<file path="src/rtl/scarv_cop_cpu_if_if.sv">
// Bundle of CPU/COP instruction handshake, decode-issue and execute-result
// signals. The slave side is the COP-side responder; the master side is its environment.
interface scarv_cop_cpu_if_if;
   logic        cpu_insn_req;
   logic        cop_insn_ack;
   logic        cpu_abort_req;
   logic [31:0] cpu_insn_enc;
   logic [31:0] cpu_rs1;
   logic        cop_wen;
   logic [4:0]  cop_waddr;
   logic [31:0] cop_wdata;
   logic [2:0]  cop_result;
   logic        cop_insn_rsp;
   logic        cpu_insn_ack;
   logic        id_valid;
   logic [31:0] id_insn_enc;
   logic [31:0] id_rs1;
   logic        id_ready;
   logic        ex_done;
   logic        ex_wen;
   logic [4:0]  ex_waddr;
   logic [31:0] ex_wdata;
   logic [2:0]  ex_result;
   logic        ex_ready;

   modport slave (
      input  cpu_insn_req, cpu_abort_req, cpu_insn_enc, cpu_rs1, cpu_insn_ack,
      input  id_ready, ex_done, ex_wen, ex_waddr, ex_wdata, ex_result,
      output cop_insn_ack, cop_wen, cop_waddr, cop_wdata, cop_result, cop_insn_rsp,
      output id_valid, id_insn_enc, id_rs1, ex_ready
   );

   modport master (
      output cpu_insn_req, cpu_abort_req, cpu_insn_enc, cpu_rs1, cpu_insn_ack,
      output id_ready, ex_done, ex_wen, ex_waddr, ex_wdata, ex_result,
      input  cop_insn_ack, cop_wen, cop_waddr, cop_wdata, cop_result, cop_insn_rsp,
      input  id_valid, id_insn_enc, id_rs1, ex_ready
   );
endinterface

</file>
<file path="src/rtl/scarv_cop_cpu_if.sv">
// COP-side responder for the CPU/COP instruction handshake: small in-order
// instruction buffer feeding decode, plus a single held result slot.
module scarv_cop_cpu_if #(
   parameter int unsigned IBUF_DEPTH = 2,
   parameter int unsigned IBUF_PW    = 1
) (
   input  logic               g_clk,
   input  logic               g_resetn,
   output logic               g_clk_req,
   scarv_cop_cpu_if_if.slave  bus
);

   localparam logic [IBUF_PW:0] FullCount = (IBUF_PW + 1)'(IBUF_DEPTH);

   logic [IBUF_PW-1:0] rptr_q, rptr_d;
   logic [IBUF_PW-1:0] wptr_q, wptr_d;
   logic [IBUF_PW:0]   count_q, count_d;
   logic [63:0]        mem_q [IBUF_DEPTH];

   logic        rsp_valid_q, rsp_valid_d;
   logic        res_wen_q, res_wen_d;
   logic [4:0]  res_waddr_q, res_waddr_d;
   logic [31:0] res_wdata_q, res_wdata_d;
   logic [2:0]  res_result_q, res_result_d;

   logic push, pop, load;

   // Handshake decode; ack deliberately has no path from cpu_insn_req.
   always_comb begin
      bus.cop_insn_ack = g_resetn && (count_q != FullCount) && !bus.cpu_abort_req;
      bus.id_valid     = (count_q != '0);
      bus.id_insn_enc  = mem_q[rptr_q][63:32];
      bus.id_rs1       = mem_q[rptr_q][31:0];
      bus.ex_ready     = !rsp_valid_q || bus.cpu_insn_ack;
      bus.cop_insn_rsp = rsp_valid_q;
      bus.cop_wen      = res_wen_q;
      bus.cop_waddr    = res_waddr_q;
      bus.cop_wdata    = res_wdata_q;
      bus.cop_result   = res_result_q;
      g_clk_req        = g_resetn && ((count_q != '0) || rsp_valid_q || bus.cpu_insn_req);
      push             = bus.cpu_insn_req && bus.cop_insn_ack;
      // Abort flush wins over a pop in the same cycle.
      pop              = bus.id_valid && bus.id_ready && !bus.cpu_abort_req;
      load             = bus.ex_done && bus.ex_ready;
   end

   // Buffer pointer and occupancy next state.
   always_comb begin
      rptr_d  = rptr_q;
      wptr_d  = wptr_q;
      count_d = count_q;
      if (bus.cpu_abort_req) begin
         count_d = '0;
         rptr_d  = wptr_q;
      end else begin
         if (push) wptr_d = wptr_q + IBUF_PW'(1);
         if (pop)  rptr_d = rptr_q + IBUF_PW'(1);
         unique case ({push, pop})
            2'b10:   count_d = count_q + (IBUF_PW + 1)'(1);
            2'b01:   count_d = count_q - (IBUF_PW + 1)'(1);
            default: count_d = count_q;
         endcase
      end
   end

   // Result slot next state; a release and a new load on one edge gives no bubble.
   always_comb begin
      rsp_valid_d  = rsp_valid_q;
      res_wen_d    = res_wen_q;
      res_waddr_d  = res_waddr_q;
      res_wdata_d  = res_wdata_q;
      res_result_d = res_result_q;
      if (load) begin
         rsp_valid_d  = 1'b1;
         res_wen_d    = bus.ex_wen;
         res_waddr_d  = bus.ex_waddr;
         res_wdata_d  = bus.ex_wdata;
         res_result_d = bus.ex_result;
      end else if (bus.cpu_insn_ack && rsp_valid_q) begin
         rsp_valid_d = 1'b0;
         res_wen_d   = 1'b0;
      end
   end

   // Control and result state registers.
   always_ff @(posedge g_clk or negedge g_resetn) begin
      if (!g_resetn) begin
         rptr_q       <= '0;
         wptr_q       <= '0;
         count_q      <= '0;
         rsp_valid_q  <= 1'b0;
         res_wen_q    <= 1'b0;
         res_waddr_q  <= '0;
         res_wdata_q  <= '0;
         res_result_q <= '0;
      end else begin
         rptr_q       <= rptr_d;
         wptr_q       <= wptr_d;
         count_q      <= count_d;
         rsp_valid_q  <= rsp_valid_d;
         res_wen_q    <= res_wen_d;
         res_waddr_q  <= res_waddr_d;
         res_wdata_q  <= res_wdata_d;
         res_result_q <= res_result_d;
      end
   end

   // Buffer payload; not reset, only read when occupancy says it is valid.
   always_ff @(posedge g_clk) begin
      if (push) mem_q[wptr_q] <= {bus.cpu_insn_enc, bus.cpu_rs1};
   end

endmodule

</file>
<file path="src/flat_wrapper.sv">
// flat-port wrapper written by rule: the top's interface ports become plain ports
module scarv_cop_cpu_if_flat 
#(
   parameter int unsigned IBUF_DEPTH = 2,
   parameter int unsigned IBUF_PW    = 1
)
  (g_clk, g_resetn, g_clk_req, bus_cpu_insn_req, bus_cpu_abort_req, bus_cpu_insn_enc, bus_cpu_rs1, bus_cpu_insn_ack, bus_id_ready, bus_ex_done, bus_ex_wen, bus_ex_waddr, bus_ex_wdata, bus_ex_result, bus_cop_insn_ack, bus_cop_wen, bus_cop_waddr, bus_cop_wdata, bus_cop_result, bus_cop_insn_rsp, bus_id_valid, bus_id_insn_enc, bus_id_rs1, bus_ex_ready);
  scarv_cop_cpu_if_if bus_i ();
  input  logic g_clk;
  input  logic g_resetn;
  output logic g_clk_req;
  input wire logic [$bits(bus_i.cpu_insn_req)-1:0] bus_cpu_insn_req;
  input wire logic [$bits(bus_i.cpu_abort_req)-1:0] bus_cpu_abort_req;
  input wire logic [$bits(bus_i.cpu_insn_enc)-1:0] bus_cpu_insn_enc;
  input wire logic [$bits(bus_i.cpu_rs1)-1:0] bus_cpu_rs1;
  input wire logic [$bits(bus_i.cpu_insn_ack)-1:0] bus_cpu_insn_ack;
  input wire logic [$bits(bus_i.id_ready)-1:0] bus_id_ready;
  input wire logic [$bits(bus_i.ex_done)-1:0] bus_ex_done;
  input wire logic [$bits(bus_i.ex_wen)-1:0] bus_ex_wen;
  input wire logic [$bits(bus_i.ex_waddr)-1:0] bus_ex_waddr;
  input wire logic [$bits(bus_i.ex_wdata)-1:0] bus_ex_wdata;
  input wire logic [$bits(bus_i.ex_result)-1:0] bus_ex_result;
  output wire logic [$bits(bus_i.cop_insn_ack)-1:0] bus_cop_insn_ack;
  output wire logic [$bits(bus_i.cop_wen)-1:0] bus_cop_wen;
  output wire logic [$bits(bus_i.cop_waddr)-1:0] bus_cop_waddr;
  output wire logic [$bits(bus_i.cop_wdata)-1:0] bus_cop_wdata;
  output wire logic [$bits(bus_i.cop_result)-1:0] bus_cop_result;
  output wire logic [$bits(bus_i.cop_insn_rsp)-1:0] bus_cop_insn_rsp;
  output wire logic [$bits(bus_i.id_valid)-1:0] bus_id_valid;
  output wire logic [$bits(bus_i.id_insn_enc)-1:0] bus_id_insn_enc;
  output wire logic [$bits(bus_i.id_rs1)-1:0] bus_id_rs1;
  output wire logic [$bits(bus_i.ex_ready)-1:0] bus_ex_ready;
  assign bus_i.cpu_insn_req = bus_cpu_insn_req;
  assign bus_i.cpu_abort_req = bus_cpu_abort_req;
  assign bus_i.cpu_insn_enc = bus_cpu_insn_enc;
  assign bus_i.cpu_rs1 = bus_cpu_rs1;
  assign bus_i.cpu_insn_ack = bus_cpu_insn_ack;
  assign bus_i.id_ready = bus_id_ready;
  assign bus_i.ex_done = bus_ex_done;
  assign bus_i.ex_wen = bus_ex_wen;
  assign bus_i.ex_waddr = bus_ex_waddr;
  assign bus_i.ex_wdata = bus_ex_wdata;
  assign bus_i.ex_result = bus_ex_result;
  assign bus_cop_insn_ack = bus_i.cop_insn_ack;
  assign bus_cop_wen = bus_i.cop_wen;
  assign bus_cop_waddr = bus_i.cop_waddr;
  assign bus_cop_wdata = bus_i.cop_wdata;
  assign bus_cop_result = bus_i.cop_result;
  assign bus_cop_insn_rsp = bus_i.cop_insn_rsp;
  assign bus_id_valid = bus_i.id_valid;
  assign bus_id_insn_enc = bus_i.id_insn_enc;
  assign bus_id_rs1 = bus_i.id_rs1;
  assign bus_ex_ready = bus_i.ex_ready;
  scarv_cop_cpu_if #(.IBUF_DEPTH(IBUF_DEPTH), .IBUF_PW(IBUF_PW)) u_core (.g_clk(g_clk), .g_resetn(g_resetn), .g_clk_req(g_clk_req), .bus(bus_i));
endmodule
</file>
<file path="config.mk">
export PLATFORM = sky130hd
export DESIGN_NAME = scarv_cop_cpu_if_flat
export DESIGN_NICKNAME = d
export VERILOG_FILES = /design/src/rtl/scarv_cop_cpu_if_if.sv /design/src/rtl/scarv_cop_cpu_if.sv /design/src/flat_wrapper.sv
export SDC_FILE = /design/constraint.sdc
export NUM_CORES = 1
export LEC_CHECK = 0
export ABC_AREA = 0
export BUFFER_PORTS_ARGS = -buffer_cell sky130_fd_sc_hd__buf_2
export CAP_MARGIN = 30
export CORE_AREA = 2 2 106 134
export CTS_BUF_LIST = sky130_fd_sc_hd__clkbuf_4 sky130_fd_sc_hd__clkbuf_8 sky130_fd_sc_hd__clkbuf_16
export DETAILED_ROUTE_END_ITERATION = 10
export DIE_AREA = 0 0 108 136
export PLACE_DENSITY = 0.78
export SETUP_SLACK_MARGIN = 0.5
export SYNTH_ARGS = -nofsm -noshare
export SYNTH_HDL_FRONTEND = slang
export SYNTH_SLANG_ARGS = --single-unit
</file>
<file path="constraint.sdc">
create_clock -name g_clk -period 9.3 [get_ports g_clk]
set_clock_uncertainty 0.15 [all_clocks]
set_input_delay 1.86 -clock g_clk [delete_from_list [all_inputs] [get_ports g_clk]]
set_output_delay 1.86 -clock g_clk [all_outputs]
set_load 0.01 [all_outputs]
</file>
[Word level (Yosys, flattened, before mapping)]
Memory sizes are Yosys's and may differ from the RTL's.
Cells that the tools add are included.
Word-level totals
  register bits after elaboration: 46
  latch bits: 0
  RAM bits: 128
  memory bits (read-only): 0
  bits of input ports: 112
  output and inout port bits: 110
  memories: 1
Cells by class
  add/subtract/negate cells: 4
  multiply operators: 0
  div/mod/pow operators: 0
  magnitude comparators: 0
  equal/unequal tests: 3
  shift-type cells: 0
  multiplexer cells: 9
  bitwise gates (word level): 1
  reductions and logical operators: 18
Memory list
  u_core.mem_q: words 2, bits a word 64, rd ports 1, clocked after memory_dff 0, wr ports 1, line scarv_cop_cpu_if.sv:18  | logic [63:0] mem_q [IBUF_DEPTH];
Operators with widths (count)
  logical AND 1 bit: 8
  two-way mux 1 bit: 7
  nonzero test 2 bit: 3
  one-hot mux 2 bit (2 select lines): 1
  logical OR 1 bit: 3
  nonzero test 3 bit: 1
  adder 1 bit, second input constant: 2
  adder 2 x 1 -> 2 bit, second input constant: 1
  == test 2 x 1 -> 1 bit, second input constant: 1
  == test 2 bit, second input constant: 1
  logical NOT 1 bit: 2
  two-way mux 2 bit: 1
  inequality test 2 bit, second input constant: 1
  AND reduction 2 bit: 1
  subtractor 2 x 1 -> 2 bit, second input constant: 1
  inverter 1 bit: 1

[Logic depth before layout (Yosys ltp)]
Gate-level depths: netlist of run 1.
  depth in word-level cells: 7
  gate-level depth with buffers: 4
  mapped depth without buffers: 3

[Worst setup path after synthesis of run 1]
Ideal clock, no wire load.
  path kind: input-to-reg
  from: in bus_cpu_abort_req
  to: mem u_core.mem_q[0][0], enable pin
  setup time: 0.651 ns
  arrival time: 8.139 ns
  slack: 0.360 ns
  stages on the path: 1
  path buffers: 0
  cells stage by stage: nor4_1
On the way
  longest elaborated chain between the ends: 5
RTL lines
  from (decl): line flat_wrapper.sv:13  | input wire logic [$bits(bus_i.cpu_abort_req)-1:0] bus_cpu_abort_req;
  logical NOT 1 bit: line scarv_cop_cpu_if.sv:30  | bus.cop_insn_ack = g_resetn && (count_q != FullCount) && !bus.cpu_abort_req;
  logical AND 1 bit: line scarv_cop_cpu_if.sv:30
  logical AND 1 bit: line scarv_cop_cpu_if.sv:41  | push = bus.cpu_insn_req && bus.cop_insn_ack;
  two-way mux 1 bit: line scarv_cop_cpu_if.sv:110  | if (push) mem_q[wptr_q] <= {bus.cpu_insn_enc, bus.cpu_rs1};
  two-way mux 1 bit (implied by the code): line scarv_cop_cpu_if.sv:110
  to (decl): line scarv_cop_cpu_if.sv:18
No other way between the ends.

[Worst setup path in the final report of run 1]
  from: in g_resetn
  to: out bus_cop_insn_ack
On the way
  longest elaborated chain between the ends: 2
RTL lines
  from (decl): line flat_wrapper.sv:10  | input logic g_resetn;
  logical AND 1 bit (2 in a row): line scarv_cop_cpu_if.sv:30
  to (decl): line flat_wrapper.sv:23  | output wire logic [$bits(bus_i.cop_insn_ack)-1:0] bus_cop_insn_ack;
No other way between the ends.

==> results of run 1 <==
placed cells by master, fill, tap and decap left out, drive strengths merged:
master and n:
o21bai 1, nand3b 1, or2 1, dfrtp 46, mux2 104, nor2b 1, buf 225, nor3 1
edfxtp 128, o221ai 1, nand2 3, nand3 2, clkbuf 17, o211ai 1, nand2b 2, a31oi 1
mux2i 1, xor2 2, o21ai 2, clkinv 6, a21oi 1, nor3b 1, o31a 1, nor4 1
and4b 1, and2 1, o2bb2a 1, inv 6, clkinvlp 4
Yosys cell counts, types with 2 or more instances:
library cell  instances
buf_4                 5
mux2_4               40
buf_6                 4
edfxtp_1            128
mux2_2               64
nand2_1               2
xor2_1                2
buf_2                 2
dfrtp_1              46
o21ai_0               2
nand3_1               2
critical path, stage by stage:
cell	delay [ns]
buf_2	0.08
buf_4	0.47
nor3b_1	0.24
buf_2	0.16
power by group through the flow:
stage | sequential, mW | clock [mW] | combinational (mW)
detailed placement | 0.945 | 0 | 0.423
CTS | 0.932 | 0.658 | 0.424
global placement | 0.944 | 0 | 0.416
finish | 0.932 | 0.639 | 0.415
floorplan | 0.956 | 0 | 0.256
global route | 0.937 | 0.692 | 0.448
per-stage QoR:
stage                     power (mW)  cell area, µm²  setup WS [ns]
final                           1.99            8440           4.46
after global routing            2.08            8440           4.31
after detailed placement        1.37            7900           4.42
after global placement          1.36            7900           4.44
after CTS                       2.01            8440           4.41
after floorplan                 1.21            6630           3.15
final cells by class:
type                    instances  area, µm²  share of cell area [%]
repair buffers                225       1140                    13.5
inverters                       1       3.75                  0.0445
well taps                     175        219                    2.59
flip-flops and latches        174       5000                    59.2
clock inverters                15        113                    1.33
clock buffers                  17        425                    5.04
multi-input cells             131       1550                    18.3
registers in the layout (all words and copies together), names as in the netlist:
register,flops
u_core.mem_q,128
u_core.bus.cop_wdata,32
u_core.bus.cop_waddr,5
u_core.bus.cop_result,3
u_core.count_q,2
u_core.bus.cop_insn_rsp,1
u_core.bus.cop_wen,1
u_core.rptr_q,1
u_core.wptr_q,1
kinds of logic (layout without fill, tap and decap cells):
group           count (synthesis)  after routing  synth area share [%]
buf+inv                        12            258                  1.46
mux                           105            105                  20.1
flops                         174            174                  75.4
xor+xnor                        2              2                 0.265
compound gates                  9              9                  1.12
simple gates                   15             15                  1.61
routing by layer:
| layer | vias up | wire, µm |
|---|---|---|
| li1 | 1684 | - |
| met1 | 1784 | 5100 |
| met2 | 181 | 6470 |
| met3 | 13 | 1180 |
| met4 | 2 | 109 |
| met5 | - | 11 |
worst max-delay path by stage:
stage                            from                           end  slack (ns)  cells after the start
detailed placement           g_resetn              bus_cop_insn_ack        4.42                      4
global placement             g_resetn              bus_cop_insn_ack        4.44                      4
floorplan           bus_cpu_abort_req  u_core.mem_q[0][0]$_DFFE_PP_        3.15                      1
global route                 g_resetn              bus_cop_insn_ack        4.31                      4
finish                       g_resetn              bus_cop_insn_ack        4.46                      4
CTS                          g_resetn              bus_cop_insn_ack        4.41                      4
==> results.md, run 1 <==
* Status: completed
* Clock Latency Late Sink at 0.41 ns
* Combinational share of power at 20.9%
* CP arrival at roughly 2.8 ns
* CTS root buffer: clkbuf_16
* PwrDens at 235 mW/mm²
* Die area at 0.0147 mm²
* Post-Syn Area at 0.00662 mm²
* Sw frac at 26.4%
* Min-Delay Startpoint: u_core.bus.cop_wdata[19]$_DFFE_PN0P_
* Buffer levels on the longest clock path at 2
* End point of the worst hold path: u_core.bus.cop_wdata[19]$_DFFE_PN0P_
* Distinct cells, synth at 31
* FILL cells at approximately 1000
* TNS Setup at 0 ns
* Placed cells at 706
* R2R Setup Slk at 6.99 ns
* Antenna violations before repair at 1
* Largest cells by area after synthesis: edfxtp_1 (58%), dfrtp_1 (17%), mux2_2 (11%)
* Internal at 1.46 mW
* Gr busiest metal: met2
* Hold crit path type: flop to flop
* DRT antenna net count at 0
* Final setup violating endpoints at 0
* Layout cells sized above 1 at 65.2%
* Max Freq at 206 MHz
* RR Endpoint: u_core.mem_q[1][54]$_DFFE_PP_
* Crit path required time at 7.29 ns
* Core ar. at 0.0135 mm²
* Number of core rows at 48
* Leak Pwr at around 3.5 nW
* Worst slew pin tran at 0.873 ns
* Total gr overflow at 0
* Post-synth top flop: edfxtp_1
* Post-CTS Hold Fix Bufs at 0
* Yosys top cell by area: edfxtp_1
* Max cap viols at 0
* Synth warnings at 0
* Met1 Track Usage GR at a little over a fifth
* Sequential power share at a little under half
* Net Sw Power at 0.525 mW
* Met3 Use GR at 6.71%
* Max_slew headroom at 41.8%
* CP Max Fanout at 51
* Routed vias at roughly 3700
* CTS H-tree depth at 4
* First DRT Iteration DRCs at 140
* Clk slew on worst S/H paths at approximately 0.060 ns
* Max IR drop VDD at 0.114 mV
* Postcts setup bufs at 0
* Wire per inst at ~17 µm
* Post-synth EDFFs at roughly 130
* Number of port buffers at 221
* RSZ-0062 raised after global routing: false
* Ys async rst share at 26.4%
* Largest net degree at the start of global routing at 66
* Global Route Usage Sum at approximately 18%
* Max-slew violations at 0
* Drt first pass iters at 4
* HPWL after detailed placement at ~8700 µm
* # clock sinks at 174
* CTS tree: done
* Worst Reg-to-Reg Cells at 4
* Synth Register Bits at 174
* Clk pwr share at 32.2%
* Area share of the largest cell type after synthesis at 58.1%
* Startpoint types: primary input
* Die X at 108 µm
* Via density at 4.96
* Seq/Total Area, Yosys at 75.4%
* Met2 Usage GRT at 30.4%
* Vias in the first global route at 3943
* Worst r2r src: u_core.count_q[1]$_DFFE_PN0P_
* Total Nets Final at 662
* First-pass GRT wire length at roughly 20000 µm
* DRC viols at 0
* Starting Density at a little under 50%
* I/O pins at 222
* Area Overhead vs Synth at 27.5%
* Syn Area/Cell at 20.9 µm²
* Fin util at around 62%
* Hold depth at 1
* Final hold violations at 0
* CTS resizes at 0
* Hold WS at 0.356 ns
* ANT cells at 0
* GP Congestion at 0.738
* Period utilisation layout at 52.1%
* Gate count after technology mapping at approximately 320
* TritonCTS Buffers at 17
* Syn_nets at 429
* CP Class: primary input to output port
* Final wirelength at 12900 µm
* Nature of the critical path endpoint: output port
* Min Tclk post-route at about 4.8 ns
* Die height at 136 µm
* Layout Cells excl Fill at 738
(Power assumes the default switching activity.)
==> run 2: changes to the inputs <==
==> constraint.sdc (replaced) <==
create_clock -name g_clk -period 4.6 [get_ports g_clk]
set_clock_uncertainty 0.15 [all_clocks]
set_input_delay 0.92 -clock g_clk [delete_from_list [all_inputs] [get_ports g_clk]]
set_output_delay 0.92 -clock g_clk [all_outputs]
set_load 0.01 [all_outputs]
==> run 2 against run 1 <==
  * Flip-flop and latch count is the same
  * Critical path depth shrank 1
  * Die area is the same
  * Routed wire length shrank 1.8%
  * Count of clock-buffer cells in the layout grew 5
  * Critical endpoint is now bus_id_rs1[4]
  * Register-to-register slack lost 4.7 ns
  * First-iteration DRC count shrank 20%
==> results.md, run 2 (synthesis results as in run 1) <==
* Status: completed
* Final hold violations at 0
* Met1 Track Usage GR at 19.5%
* Core ar. at 0.0135 mm²
* CP arrival at approximately 2.0 ns
* Min Tclk post-route at 3.10 ns
* Via density at 5.01
* Starting Density at 49.0%
* Sw frac at 25.4%
* Vias in the first global route at 3774
* RR Endpoint: u_core.mem_q[1][56]$_DFFE_PP_
* Total Nets Final at 663
* Wire per inst at around 17 µm
* CTS resizes at 0
* Hold WS at between 0.3 and 0.4 ns
* Clk slew on worst S/H paths at roughly 0.060 ns
* Area Overhead vs Synth at 28.1%
* RSZ-0062 raised after global routing: false
* Net Sw Power at 1.04 mW
* Routed vias at about 3700
* Setup crit end: bus_id_rs1[4]
* Footprint of the multi-input gates at 0.00155 mm²
* DRT antenna net count at 0
* Final setup violating endpoints at 0
* Met2 Usage GRT at 29.9%
* CTS tree: done
* Worst Reg-to-Reg Cells at 4
* Largest register by flop count: u_core.mem_q
* HPWL after detailed placement at 8870 µm
* CP Max Fanout at 30
* Sequential power share at 46.8%
* Gr busiest metal: met2
* First DRT Iteration DRCs at 112
* Final wirelength at about 13000 µm
* Clock Latency Late Sink at 0.40 ns
* Hold crit path type: flop to flop
* Most common cell after layout, fill and taps aside: buf_2
* Layout cells sized above 1 at 65.4%
* R2R Setup Slk at approximately 2.3 ns
* Layout Cells excl Fill at 739
* Largest net degree at the start of global routing at 65
* First-pass GRT wire length at 18700 µm
* DRC viols at 0
* Max Freq at 322 MHz
* Final worst setup slack at 1.50 ns
* Postcts setup bufs at 0
* PwrDens at 480 mW/mm²
* Die height at 136 µm
* Most frequent cells in the layout: buf_2 (221), edfxtp_1 (128), mux2_2 (64)
* Worst slew pin tran at 0.859 ns
* Total gr overflow at 0
* TritonCTS Buffers at 17
* Number of core rows at 48
* Max cap viols at 0
* Startpoint types: flop
* Clk pwr share at 33.0%
* Internal at 3.04 mW
* Max IR drop VDD at between 0.2 and 0.25 mV
* Crit path required time at 3.53 ns
* Max_slew headroom at 42.7%
* ANT cells at 0
* Drt first pass iters at 4
* # clock sinks at 174
* CP Class: flop to output port
* CTS H-tree depth at 4
* Placed Instance Area at 0.00791 mm²
* Global Route Usage Sum at 17.0%
* I/O pins at 222
* Final instance area at 0.00848 mm²
* Number of port buffers at 221
* GP Congestion at 0.780
* Placed cells at 707
* CTS root buffer: clkbuf_16
* Buffer levels on the longest clock path at 2
* Combinational share of power at 20.1%
* Die area at 0.0147 mm²
* Period utilisation layout at ~67%
* Post-CTS Hold Fix Bufs at 0
* Die X at 108 µm
* Worst setup path start: u_core.rptr_q$_DFFE_PN0P_
* Pre-CTS setup slack at 1.47 ns
* Nature of the critical path endpoint: output port
* FILL cells at 983
* Worst r2r src: u_core.count_q[1]$_DFFE_PN0P_
* Antenna violations before repair at 0
* Max reg flops at between 100 and 150
* TNS Setup at 0 ns
* Max-slew violations at 0
* Met3 Use GR at 6.14%
* Seq. cell area at 0.00500 mm²
* Leak Pwr at 3.56 nW
## run 2: changes by cell type in the layout (fill, tap and decap cells not counted), sizes merged
cell / before / now
clkbuf: 17 / 22
buf: 225 / 226
clkinvlp: 4 / 2
clkinv: 6 / 3
## run 2: worst max-delay path, cell delays in order, from the launching register on
cell	delay, ns
dfrtp_2	0.62
buf_4	0.44
mux2_2	0.41
buf_2	0.14
## run 2: routing by layer
layer | up-vias | part of all wire, %
met5 | - | 0
met1 | 1826 | 38
met4 | 0 | 1.0
li1 | 1685 | -
met2 | 182 | 52
met3 | 12 | 9.2
## run 2: worst min-delay path by stage
stage / startpoint / end / cells after the start / slack, ns
3_3_place_gp: u_core.bus.cop_wdata[27]$_DFFE_PN0P_ / u_core.bus.cop_wdata[27]$_DFFE_PN0P_ / 1 / 0.34
3_5_place_dp: u_core.bus.cop_waddr[1]$_DFFE_PN0P_ / u_core.bus.cop_waddr[1]$_DFFE_PN0P_ / 1 / 0.34
5_1_grt: u_core.bus.cop_waddr[1]$_DFFE_PN0P_ / u_core.bus.cop_waddr[1]$_DFFE_PN0P_ / 1 / 0.38
2_1_floorplan: u_core.wptr_q$_DFFE_PN0P_ / u_core.wptr_q$_DFFE_PN0P_ / 1 / 0.38
4_1_cts: u_core.bus.cop_waddr[1]$_DFFE_PN0P_ / u_core.bus.cop_waddr[1]$_DFFE_PN0P_ / 1 / 0.36
6_report: u_core.bus.cop_waddr[1]$_DFFE_PN0P_ / u_core.bus.cop_waddr[1]$_DFFE_PN0P_ / 1 / 0.36
## run 2: power groups by stage
stage	Sequential, mW	Combinational (mW)	Clock, mW
final	1.91	0.820	1.34
after global routing	1.92	0.883	1.44
after CTS	1.91	0.833	1.38
after detailed placement	1.94	0.832	0
after global placement	1.93	0.816	0
after floorplan	1.93	0.519	0
## run 2: through the flow
stage	total power [mW]	util [%]
3_5_place_dp	2.77	58.5
4_1_cts	4.12	62.8
3_3_place_gp	2.75	58.5
2_1_floorplan	2.45	-
5_1_grt	4.25	62.8
6_report	4.07	62.8
## run 2: final cells by class
cell class,count,area share (%)
Clock buffer,22,5.89
Clock inverter,10,0.870
Tap cell,175,2.58
Timing Repair Buffer,226,13.5
Multi-Input combinational cell,131,18.2
Sequential cell,174,58.9
Inverter,1,0.0443
